<file path="config.mk">
export PLATFORM = sky130hd
export DESIGN_NAME = shape_sequencer
export DESIGN_NICKNAME = d
export VERILOG_FILES = /design/src/rtl/shape_sequencer.sv
export SDC_FILE = /design/constraint.sdc
export NUM_CORES = 1
export LEC_CHECK = 0
export BUFFER_PORTS_ARGS = -buffer_cell sky130_fd_sc_hd__buf_2
export CAP_MARGIN = 5
export CORE_ASPECT_RATIO = 0.6
export CORE_MARGIN = 2
export CORE_UTILIZATION = 60
export DETAILED_ROUTE_END_ITERATION = 16
export HOLD_SLACK_MARGIN = 0.15
export PLACE_DENSITY = 0.85
export SLEW_MARGIN = 25
export SYNTH_ARGS = -nofsm -noshare
export SYNTH_HDL_FRONTEND = slang
export SYNTH_SLANG_ARGS = --single-unit
</file>
<file path="constraint.sdc">
create_clock -name sysclk -period 6.3 [get_ports sysclk]
set_input_delay 1.26 -clock sysclk [delete_from_list [all_inputs] [get_ports sysclk]]
set_output_delay 1.26 -clock sysclk [all_outputs]
set_load 0.02 [all_outputs]
</file>
<file path="src/rtl/shape_sequencer.sv">
// Round-robin scheduler sharing one X/Y pulse pair between four shape generators.
// Optional RUN watchdog enabled by defining SHAPE_SEQ_WATCHDOG_EN.
module shape_sequencer #(
  parameter int DEB_CYCLES  = 50000,
  parameter int REPEAT      = 4,
  parameter int GAP_CYCLES  = 1000,
  parameter int WDOG_CYCLES = 16777215
) (
  input  logic       sysclk,
  input  logic       sysrst_n,
  input  logic [3:0] enable_sw,
  input  logic [3:0] gen_pulse_x,
  input  logic [3:0] gen_pulse_y,
  input  logic [3:0] gen_done,
  output logic [3:0] gen_start,
  output logic       pulse_x,
  output logic       pulse_y,
  output logic [1:0] active_sel,
  output logic       busy,
  output logic       timeout
);

  localparam int DW = $clog2(DEB_CYCLES + 1);
  localparam int PW = $clog2(REPEAT + 1);
  localparam int GW = $clog2(GAP_CYCLES + 1);
  localparam logic [DW-1:0] DEB_LAST  = DW'(DEB_CYCLES - 1);
  localparam logic [PW-1:0] PASS_LAST = PW'(REPEAT - 1);
  localparam logic [GW-1:0] GAP_LAST  = GW'(GAP_CYCLES - 1);

  typedef enum logic [1:0] {IDLE, START, RUN, GAP} state_t;

  state_t          state, state_n;
  logic [3:0]      sync1, sync2, cand, sw_q;
  logic [DW-1:0]   deb_cnt;
  logic            deb_hit;
  logic [1:0]      sel, last, pick;
  logic [PW-1:0]   pass_cnt;
  logic [GW-1:0]   gap_cnt;
  logic            sel_done, pick_now, wdog_expire;
  logic [3:0]      gen_start_d;
  logic            pulse_x_d, pulse_y_d;

  // The accepting update lands on the same edge the counter reaches DEB_CYCLES-1.
  assign deb_hit = (int'(deb_cnt) + 2 >= DEB_CYCLES);

  always_ff @(posedge sysclk or negedge sysrst_n) begin
    if (!sysrst_n) begin
      sync1   <= '0;
      sync2   <= '0;
      cand    <= '0;
      deb_cnt <= '0;
      sw_q    <= '0;
    end else begin
      sync1 <= enable_sw;
      sync2 <= sync1;
      if (sync2 != cand) begin
        cand    <= sync2;
        deb_cnt <= '0;
      end else begin
        if (deb_cnt != DEB_LAST) deb_cnt <= deb_cnt + 1'b1;
        if (deb_hit) sw_q <= cand;
      end
    end
  end

  // Later loop iterations override earlier ones, so last+1 has top priority.
  always_comb begin
    logic [1:0] idx;
    pick = last;
    for (int i = 4; i >= 1; i--) begin
      idx = last + 2'(i);
      if (sw_q[idx]) pick = idx;
    end
  end

  assign sel_done = gen_done[sel];

  always_comb begin
    state_n = state;
    case (state)
      IDLE:  if (|sw_q) state_n = START;
      START: state_n = RUN;
      RUN: begin
        if (sel_done)
          state_n = ((pass_cnt == PASS_LAST) || !sw_q[sel]) ? GAP : START;
        else if (wdog_expire)
          state_n = GAP;
      end
      GAP:   if (gap_cnt == GAP_LAST) state_n = (|sw_q) ? START : IDLE;
      default: state_n = IDLE;
    endcase
  end

  assign pick_now = ((state == IDLE) || (state == GAP)) && (state_n == START);

  always_ff @(posedge sysclk or negedge sysrst_n) begin
    if (!sysrst_n) begin
      state    <= IDLE;
      sel      <= 2'd0;
      last     <= 2'd3;
      pass_cnt <= '0;
      gap_cnt  <= '0;
    end else begin
      state   <= state_n;
      gap_cnt <= (state == GAP) ? gap_cnt + 1'b1 : '0;
      if (pick_now) begin
        sel      <= pick;
        last     <= pick;
        pass_cnt <= '0;
      end else if ((state == RUN) && (state_n == START)) begin
        pass_cnt <= pass_cnt + 1'b1;
      end
    end
  end

  always_comb begin
    gen_start_d = '0;
    if (state_n == START) gen_start_d = 4'b0001 << (pick_now ? pick : sel);
    pulse_x_d = (state == RUN) && gen_pulse_x[sel];
    pulse_y_d = (state == RUN) && gen_pulse_y[sel];
  end

  always_ff @(posedge sysclk or negedge sysrst_n) begin
    if (!sysrst_n) begin
      gen_start <= '0;
      pulse_x   <= 1'b0;
      pulse_y   <= 1'b0;
    end else begin
      gen_start <= gen_start_d;
      pulse_x   <= pulse_x_d;
      pulse_y   <= pulse_y_d;
    end
  end

  assign active_sel = sel;
  assign busy       = (state != IDLE);

`ifdef SHAPE_SEQ_WATCHDOG_EN
  localparam int WW = $clog2(WDOG_CYCLES + 1);
  localparam logic [WW-1:0] WDOG_LAST = WW'(WDOG_CYCLES - 1);

  logic [WW-1:0] wdog_cnt;
  logic          timeout_q;

  // A completed trace wins over an expiry landing on the same cycle.
  assign wdog_expire = (state == RUN) && !sel_done && (wdog_cnt == WDOG_LAST);

  always_ff @(posedge sysclk or negedge sysrst_n) begin
    if (!sysrst_n) begin
      wdog_cnt  <= '0;
      timeout_q <= 1'b0;
    end else begin
      if ((state == START) || sel_done) wdog_cnt <= '0;
      else if (state == RUN)            wdog_cnt <= wdog_cnt + 1'b1;
      if (wdog_expire) timeout_q <= 1'b1;
    end
  end

  assign timeout = timeout_q;
`else
  assign wdog_expire = 1'b0;
  assign timeout     = 1'b0;
`endif

endmodule

</file>
==> key figures, run 1 <==
Synthesis
  • Syn Area/Cell: 10.1 um2
  • Mapped cell area: 3050 um2
  • Syn nets: 329
  • Async SR Flop Fraction: 100%
  • Number of synthesized flops with an enable pin: 0
  • Post-synthesis sequential area ratio: 46.9%
  • Synth Warn #: 0
  • Distinct cells, synth: 53
  • Mapped Cells: 301
  • Number of synthesized register bits: 57
  • Main synth FF type: dfrtp_1

Floorplan
  • DIE AREA: 5690 um2
  • Starting Density: 61.2%
  • Rows: 20
  • Die width: 96.0 um
  • Top-level I/O count: 28
  • Die H: 59.2 um
  • Core box area: 4980 um2

Pwr
  • Tot Pwr: 699 uW
  • Reg power frac: 53.3%
  • P_sw: 176 uW
  • Pwr Density: 208 nW/um2
  • Lkg Pwr: 1.44 nW
  • Pint: 523 uW
  • Comb power frac: 2.8%
  • Peak supply drop: 0.144 mV
  • Sw Share: 25.2%
  • Clock share of power: 43.9%

GRT
  • Total track usage: 24.3%
  • Vias in the first global route: 2,106
  • Initial antenna violation count: 0
  • First-pass GRT wire length: 10.1 mm
  • Grt ovf: 0
  • Pin count of the biggest net entering global routing: 58

Placed design
  • Detailed Place HPWL: 4.00 mm
  • Number of buffers added on ports: 26
  • DP Worst Slack: 3220 ps
  • Inst Count DP: 375
  • Gpl congestion: 0.876
  • Cell Area, Placed: 3180 um2

Worst hold path
  • Hold Path Depth: 0
  • Hold_sp: sync1[0]
  • Hold Crit Class: register to register
  • WHS Endpoint: sync2[0]

Clocking
  • CTS tree: yes
  • Hold Buf Count CTS: 0
  • Clk sink count: 57
  • Clock transition at path regs: 70 ps
  • Max Buffers Root-to-Sink: 2
  • Clk Latency, worst-skew pair: 350 ps
  • Gates resized, CTS repair: 0
  • CTS Buf Count: 9
  • Root Driver: clkbuf_8
  • H-tree Lvls: 3
  • Post-CTS setup buffers: 0

Routing
  • WL/cell: 15.5 um
  • Post-route DRC: 0
  • Avg Vias per Cell: 5.76
  • Post-Route WL: 6.07 mm
  • Drt initial violations: 130
  • Pre-antenna DRT Iters: 4
  • DRT antenna net count: 0
  • Via count: 2,254

Setup path
  • Levels on crit path: 7
  • Worst path cell trace: ha_1 > nor4bb_1 > a31oi_1 > a211oi_1 > nand2_1 > nor2_1 > mux2_2
  • Launch point of the worst reg-to-reg path: gap_cnt[0]
  • Critical path class: register to register
  • Required @ worst endpoint: 6530 ps
  • Startpoint Class: register
  • Setup crit end kind: register
  • Critical Path AT: 3050 ps
  • R2r setup slk: 3480 ps
  • Worst Path Max Fanout: 11
  • Largest delay share family, worst path: simple AND/OR/NAND/NOR gates
  • R2R depth: 7
  • Buf+Inv Stages, Crit Path: 0
  • Max incr delay on CP: 590 ps
  • CP max stage cell: nor4bb_1
  • Worst R2R End: active_sel[0]

STA
  • Tcrit/Tclk final: 44.8%
  • RSZ-0062 raised after global routing: false
  • Final Slew Violations: 0
  • WHS: 351 ps
  • Least-Margin Pin Slew: 777 ps
  • Max Clock Freq: 0.354 GHz
  • Slew Limit Headroom: 48.1%
  • Final setup viols: 0
  • Final Skew: 10.1 ps
  • Post-route setup slack: 3480 ps
  • Tmin final: 2820 ps
  • Endpoints failing hold: 0
  • Total Neg Setup Slack: 0 ps

Final layout
  • Final core occ: 67.5%
  • Area grow syn2layout: 10.3%
  • Nets: 348
  • Final Cell Area: 3360 um2
  • Share of cells above drive strength 1: 20.6%
  • Non-filler instance count after layout: 391
  • Diode count: 0

Run status
  • Outcome: complete, no violations

Run
  • Number of max-cap violations: 0
cells in the final DEF (no fill, tap or decap), types with 4 or more instances in the layout:
cell type | synthesis | layout
or3_1 | 7 | 7
mux4_2 | 4 | 4
mux2_2 | 8 | 8
a21oi_1 | 12 | 12
xor2_1 | 7 | 7
nand3b_1 | 5 | 5
nand4_1 | 4 | 4
ha_1 | 10 | 10
dfrtp_1 | 55 | 55
mux2i_1 | 4 | 4
and2_1 | 12 | 12
xnor2_1 | 17 | 17
nor2_1 | 24 | 24
nand2_1 | 25 | 25
inv_1 | 12 | 12
clkbuf_8 | 0 | 9
nor3_1 | 6 | 6
o21ai_0 | 9 | 9
buf_2 | 4 | 26
nand3_1 | 16 | 16
worst register-to-register path, stage by stage (launching register included):
cell and delay [ps]:
dfrtp_1 390, ha_1 230, nor4bb_1 590, a31oi_1 180, a211oi_1 310, nand2_1 280
nor2_1 350, mux2_2 370
registers in the layout (all words and copies together), names as in the netlist:
register	cells
active_sel	2
cand	4
deb_cnt	16
gap_cnt	10
gen_start	4
last	2
pass_cnt	3
pulse_x	1
pulse_y	1
state	2
sw_q	4
sync1	4
sync2	4
cell type report:
type | count | area (um2)
fill | 379 | 1620
multi-input combinational | 213 | 1490
inverter | 12 | 45.0
sequential | 57 | 1430
tap | 66 | 82.6
clock buffer | 9 | 124
clock inverter | 7 | 55.1
timing repair buffer | 27 | 138
cell families (layout without fill, tap and decap cells):
kind of cell             after synthesis  count (layout)  share of synthesized area, %
AND/OR/NAND/NOR                      120             120                          21.3
adder cells (fa/ha/maj)               10              10                          4.11
other                                  1               1                         0.123
XOR/XNOR                              24              24                          6.90
buffers and inverters                 31              55                          4.27
flip-flops                            57              57                          46.9
AO/OA/AOI/OAI                         42              42                          9.20
multiplexers                          16              16                          7.23
worst max path at each step:
stage	startpoint	end
after floorplan	gen_done[3]	pass_cnt[0]
after global placement	gen_done[3]	active_sel[0]
after detailed placement	gen_done[3]	active_sel[0]
after CTS	gap_cnt[0]	active_sel[0]
after global routing	gap_cnt[0]	active_sel[0]
final	gap_cnt[0]	active_sel[0]
cells in the mapped netlist (3+ instances only):
cell	count	area, um2
o22ai_1	3	18.8
ha_1	10	125
a21oi_1	12	60.1
mux2_2	8	90.1
or3_1	7	43.8
nor2_1	24	90.1
o21ai_0	9	45.0
and2_1	12	75.1
a31oi_1	3	18.8
or4_1	3	22.5
clkbuf_1	12	45.0
nand3_1	16	80.1
nand2_1	25	93.8
nand3b_1	5	37.5
xor2_1	7	61.3
mux4_2	4	90.1
xnor2_1	17	149
nand4_1	4	25.0
mux2i_1	4	40.0
inv_1	12	45.0
nor3_1	6	30.0
buf_2	4	20.0
dfrtp_1	55	1380
layer usage:
layer  routed length, um  global-route usage [%]  up-vias  share of wire (%)
li1                    -                       -     1092                  -
met1                2800                    33.5     1069                 46
met2                2740                    34.7       83                 45
met3                 448                    7.76       10                7.4
met4                  81                    12.2        0                1.3
met5                   0                       0        -                  0
power by group through the flow:
stage | sequential [mW] | combinational (mW) | clock [mW]
6_report | 0.373 | 0.0196 | 0.307
5_1_grt | 0.373 | 0.0225 | 0.334
4_1_cts | 0.373 | 0.0203 | 0.313
3_5_place_dp | 0.380 | 0.0204 | 0
3_3_place_gp | 0.380 | 0.0196 | 0
2_1_floorplan | 0.379 | 0.00786 | 0
(Power assumes the default switching activity.)
==> run 2, diff against run 1 <==
- CORE_UTILIZATION: 60 -> 59
- PLACE_DENSITY: 0.85 -> 0.84
- clock period: 6.3 -> 2.9 ns (I/O delays scaled with it)
==> run 2 against run 1 <==
Maximum frequency up 11%. Clock power up 120%. Die area up 1.6%. Flip-flop and latch count unchanged. Final area up 0.97%. Sequential power up 120%. Setup slack worse by 3100 ps. Critical path depth unchanged. Core utilization about the same. Non-clock buffer count up 4. Worst hold slack worse by 41 ps. Critical path type unchanged. Critical endpoint is now sw_q[1]. Highest routed layer unchanged.
==> key figures, run 2 (synthesis gave the netlist of run 1 again) <==
Run status
  • Outcome: complete, no violations

Placed design
  • Detailed Place HPWL: 4.23 mm
  • Gpl congestion: 0.940
  • Number of buffers added on ports: 26
  • DP Worst Slack: 415 ps

STA
  • Tmin final: 2530 ps
  • Slew Limit Headroom: 48.8%
  • Final Skew: 8.47 ps
  • Total Neg Setup Slack: 0 ps
  • Least-Margin Pin Slew: 769 ps
  • Final Slew Violations: 0
  • Max Clock Freq: 0.395 GHz
  • Final setup viols: 0
  • WHS: 310 ps
  • RSZ-0062 raised after global routing: false
  • Endpoints failing hold: 0
  • Tcrit/Tclk final: 87.4%
  • Post-route setup slack: 365 ps

GRT
  • Vias in the first global route: 2,120
  • First-pass GRT wire length: 10.3 mm
  • Grt ovf: 0
  • Pin count of the biggest net entering global routing: 37
  • Initial antenna violation count: 0
  • Total track usage: 23.6%

Clocking
  • Clk Latency, worst-skew pair: 340 ps
  • Hold Buf Count CTS: 0
  • Gates resized, CTS repair: 0
  • CTS Buf Count: 9
  • H-tree Lvls: 3
  • Root Driver: clkbuf_8
  • Clock transition at path regs: 70 ps
  • Post-CTS setup buffers: 0
  • Clk sink count: 57
  • CTS tree: yes
  • Max Buffers Root-to-Sink: 2

Routing
  • Drt initial violations: 262
  • Via count: 2,333
  • Post-route DRC: 0
  • Avg Vias per Cell: 5.91
  • DRT antenna net count: 0
  • WL/cell: 15.6 um
  • Pre-antenna DRT Iters: 5
  • Post-Route WL: 6.17 mm

Pwr
  • Pint: 1.17 mW
  • Sw Share: 23.1%
  • Lkg Pwr: 1.46 nW
  • Reg power frac: 53.1%
  • Comb power frac: 3.0%
  • Clock share of power: 43.9%
  • Pwr Density: 450 nW/um2
  • Tot Pwr: 1.53 mW
  • P_sw: 353 uW
  • Peak supply drop: 0.286 mV

Final layout
  • Nets: 352
  • Area grow syn2layout: 11.4%
  • Most flops, register: deb_cnt
  • Highest-count cells in the layout ignoring fill and taps: dfrtp_1 (55), buf_2 (26), nand2_1 (25)
  • FILL cells: 381
  • Largest regs: deb_cnt: 16 flops, gap_cnt: 10 flops
  • Most common cell after layout, fill and taps aside: dfrtp_1
  • Number of flip-flops under the largest register name: 16
  • Diode count: 0
  • Share of cells above drive strength 1: 21.6%

Setup path
  • Required @ worst endpoint: 3130 ps
  • Largest delay share family, worst path: compound AO/OA/AOI/OAI gates
  • Buf+Inv Stages, Crit Path: 0
  • Worst path cell trace: ha_1 > nand2_2 > or4_4 > a211oi_2 > a31oi_1 > a311oi_2 > mux2_2
  • Setup crit end kind: register
  • Critical Path AT: 2760 ps
  • Startpoint Class: register
  • Critical path class: register to register
  • Worst Path Max Fanout: 6
  • Max incr delay on CP: 500 ps
  • CP max stage cell: or4_4

Floorplan
  • Rows: 20
  • Top-level I/O count: 28
  • Die width: 96.8 um
  • Die H: 59.7 um
  • DIE AREA: 5780 um2
  • Starting Density: 60.6%
  • Core box area: 5030 um2

Run
  • Number of max-cap violations: 0

Worst hold path
  • Hold Crit Class: input pin to async pin
run 2: worst paths after layout:
check	startpoint	endpoint	slack (ps)	cells after the start
worst max-delay path	deb_cnt[1]	sw_q[1]	370	7
worst min-delay path	sysrst_n	active_sel[1]	310	1
worst max register to register	deb_cnt[1]	sw_q[1]	370	7
worst min register to register	sync1[0]	sync2[0]	350	0
max in group asynchronous	sysrst_n	deb_cnt[0]	1920	2
min in group sysclk	enable_sw[0]	sync1[0]	340	1
run 2: cell type report:
cell class	count	area [um2]	share of cell area (%)
Inverter	12	45.0	1.33
Clock buffer	11	151	4.46
Tap cell	66	82.6	2.43
Multi-Input combinational cell	213	1490	43.9
Timing Repair Buffer	31	168	4.94
Clock inverter	5	30.0	0.885
Sequential cell	57	1430	42.1
run 2: power groups by stage:
stage               combinational, mW  clock [mW]  sequential [mW]
floorplan                      0.0171           0            0.824
global placement               0.0458           0            0.825
detailed placement             0.0472           0            0.826
CTS                            0.0474       0.686            0.811
global route                   0.0518       0.727            0.812
finish                         0.0458       0.671            0.811
run 2: metal layers:
| metal | global-route usage (%) | part of all wire [%] | wire (um) | vias to the layer above |
|---|---|---|---|---|
| li1 | - | - | - | 1097 |
| met4 | 10.3 | 1.5 | 91 | 0 |
| met2 | 33.4 | 43 | 2630 | 135 |
| met5 | 0 | 0 | 0 | - |
| met1 | 32.9 | 46 | 2820 | 1092 |
| met3 | 8.89 | 10 | 623 | 9 |
run 2: worst reg2reg max path, delay by kind of cell (launching register included):
family | cells | cell delay (ps)
muxes | 1 | 390
AOI/OAI and AO/OA | 3 | 690
DFF | 1 | 440
adders and majority gates | 1 | 290
and+or+nand+nor | 2 | 630
run 2: per-stage QoR:
| stage | util (%) | area, um2 | instances |
|---|---|---|---|
| final | 67.5 | 3390 | 395 |
| after global routing | 67.5 | 3390 | 395 |
| after CTS | 67.5 | 3390 | 395 |
| after detailed placement | 63.9 | 3210 | 379 |
| after global placement | 63.9 | 3210 | 379 |
| after floorplan | - | 3050 | 301 |
==> run 3, diff against run 2 <==
==> constraint.sdc (replaced) <==
create_clock -name sysclk -period 2.9 [get_ports sysclk]
set_input_delay 0.29 -clock sysclk [delete_from_list [all_inputs] [get_ports sysclk]]
set_output_delay 0.29 -clock sysclk [all_outputs]
set_load 0.02 [all_outputs]
==> run 3 against run 2 <==
Non-clock buffer count increased by 4. Global-route usage is 0.86 points higher. Core utilization grew 2.1 points. Critical path depth unchanged. Setup slack improved by 14 ps. Clock skew fell by 3.8 ps. Critical path type unchanged. Largest cell class unchanged. Largest power group is now clock.
==> key figures, run 3 (synthesis gave the netlist of run 1 again) <==
Pwr
  • Tot Pwr: 1.77 mW
  • Peak supply drop: 0.343 mV
  • Pwr Density: 507 nW/um2
  • Lkg Pwr: 1.51 nW

STA
  • Least-Margin Pin Slew: 763 ps
  • Endpoints failing hold: 0
  • Final Slew Violations: 0
  • Final setup viols: 0
  • Tcrit/Tclk final: 86.9%
  • Slew Limit Headroom: 49.1%
  • Max Clock Freq: 0.397 GHz
  • WHS: 348 ps
  • Tmin final: 2520 ps
  • RSZ-0062 raised after global routing: false
  • Total Neg Setup Slack: 0 ps
  • Final Skew: 4.67 ps

Setup path
  • R2R depth: 7
  • Critical Path AT: 2750 ps
  • Setup crit end kind: register
  • Required @ worst endpoint: 3130 ps
  • CP max stage cell: or4_4
  • Startpoint Class: register
  • Critical path class: register to register
  • Worst path cell trace: ha_1 > nand2_2 > or4_4 > a211oi_2 > a31oi_1 > a311oi_2 > mux2_2
  • Worst Path Max Fanout: 6
  • Max incr delay on CP: 490 ps

Floorplan
  • Starting Density: 60.6%
  • Top-level I/O count: 28
  • Die width: 96.8 um
  • Core box area: 5030 um2
  • DIE AREA: 5780 um2
  • Die H: 59.7 um
  • Rows: 20

Clocking
  • Gates resized, CTS repair: 0
  • Post-CTS setup buffers: 0
  • CTS Buf Count: 9
  • Clock transition at path regs: 60 ps
  • H-tree Lvls: 3
  • Max Buffers Root-to-Sink: 2
  • Clk Latency, worst-skew pair: 340 ps
  • Hold Buf Count CTS: 5
  • CTS tree: yes
  • Root Driver: clkbuf_8
  • Clk sink count: 57

GRT
  • Total track usage: 24.5%
  • Pin count of the biggest net entering global routing: 36
  • Grt ovf: 0
  • First-pass GRT wire length: 10.7 mm
  • Initial antenna violation count: 0
  • Vias in the first global route: 2,175

Final layout
  • Nets: 356
  • Share of cells above drive strength 1: 21.0%
  • Most flops, register: deb_cnt
  • Diode count: 0
  • Number of flip-flops under the largest register name: 16
  • Area grow syn2layout: 14.8%
  • Largest regs: deb_cnt: 16 flops, gap_cnt: 10 flops
  • Most common cell after layout, fill and taps aside: dfrtp_1
  • Highest-count cells in the layout ignoring fill and taps: dfrtp_1 (55), buf_2 (26), nand2_1 (25)

Routing
  • Via count: 2,356
  • Pre-antenna DRT Iters: 5
  • WL/cell: 15.8 um
  • DRT antenna net count: 0
  • Avg Vias per Cell: 5.90
  • Post-Route WL: 6.30 mm
  • Drt initial violations: 261
  • Post-route DRC: 0

Placed design
  • Detailed Place HPWL: 4.28 mm
  • Gpl congestion: 0.906
  • Number of buffers added on ports: 26

Worst hold path
  • Hold Crit Class: register to register
  • Hold Path Depth: 0

Run
  • Number of max-cap violations: 0

Run status
  • Outcome: complete, no violations
## run 3: critical path, delay by kind of cell, from the launching register on
| kind | cells | cell delay (ps) |
|---|---|---|
| adders and majority gates | 1 | 290 |
| and+or+nand+nor | 2 | 610 |
| DFF | 1 | 450 |
| muxes | 1 | 380 |
| AOI/OAI and AO/OA | 3 | 680 |
## run 3: cell type report
class / instances / area (um2)
fill: 373 / 1530
multi-input combinational: 213 / 1490
sequential: 57 / 1430
timing repair buffer: 35 / 210
clock buffer: 10 / 138
clock inverter: 6 / 105
tap: 66 / 82.6
inverter: 12 / 45.0
## run 3: path summary, 6_finish.rpt
kind | slack [ps] | to | startpoint
setup / recovery | 380 | sw_q[2] | deb_cnt[1]
hold / removal | 350 | sync2[0] | sync1[0]
setup reg to reg | 380 | sw_q[2] | deb_cnt[1]
hold reg to reg | 350 | sync2[0] | sync1[0]
max in group asynchronous | 1670 | gap_cnt[6] | sysrst_n
min in group asynchronous | 550 | gen_start[1] | sysrst_n
## run 3: power by group
group,switching (mW),total [mW],leakage (nW),internal [mW]
Clock,0.322,0.911,0.126,0.589
Combinational,0.0276,0.0505,0.666,0.0229
Sequential,0.00717,0.812,0.721,0.805
## run 3: per-layer routing
layer	wire, um	share of wire [%]	global-route usage, %
met1	2860	45	33.7
met2	2700	43	35.0
met3	619	9.8	9.59
met4	123	2.0	10.5
met5	0	0	0
## run 3: through the flow
stage                     utilization, %  setup slack (ps)  std cells  instance area [um2]
after global routing                69.6               213        399                 3500
after global placement              63.7               508        378                 3210
after floorplan                        -               604        301                 3050
after detailed placement            63.7               399        378                 3210
final                               69.6               379        399                 3500
after CTS                           69.6               380        399                 3500
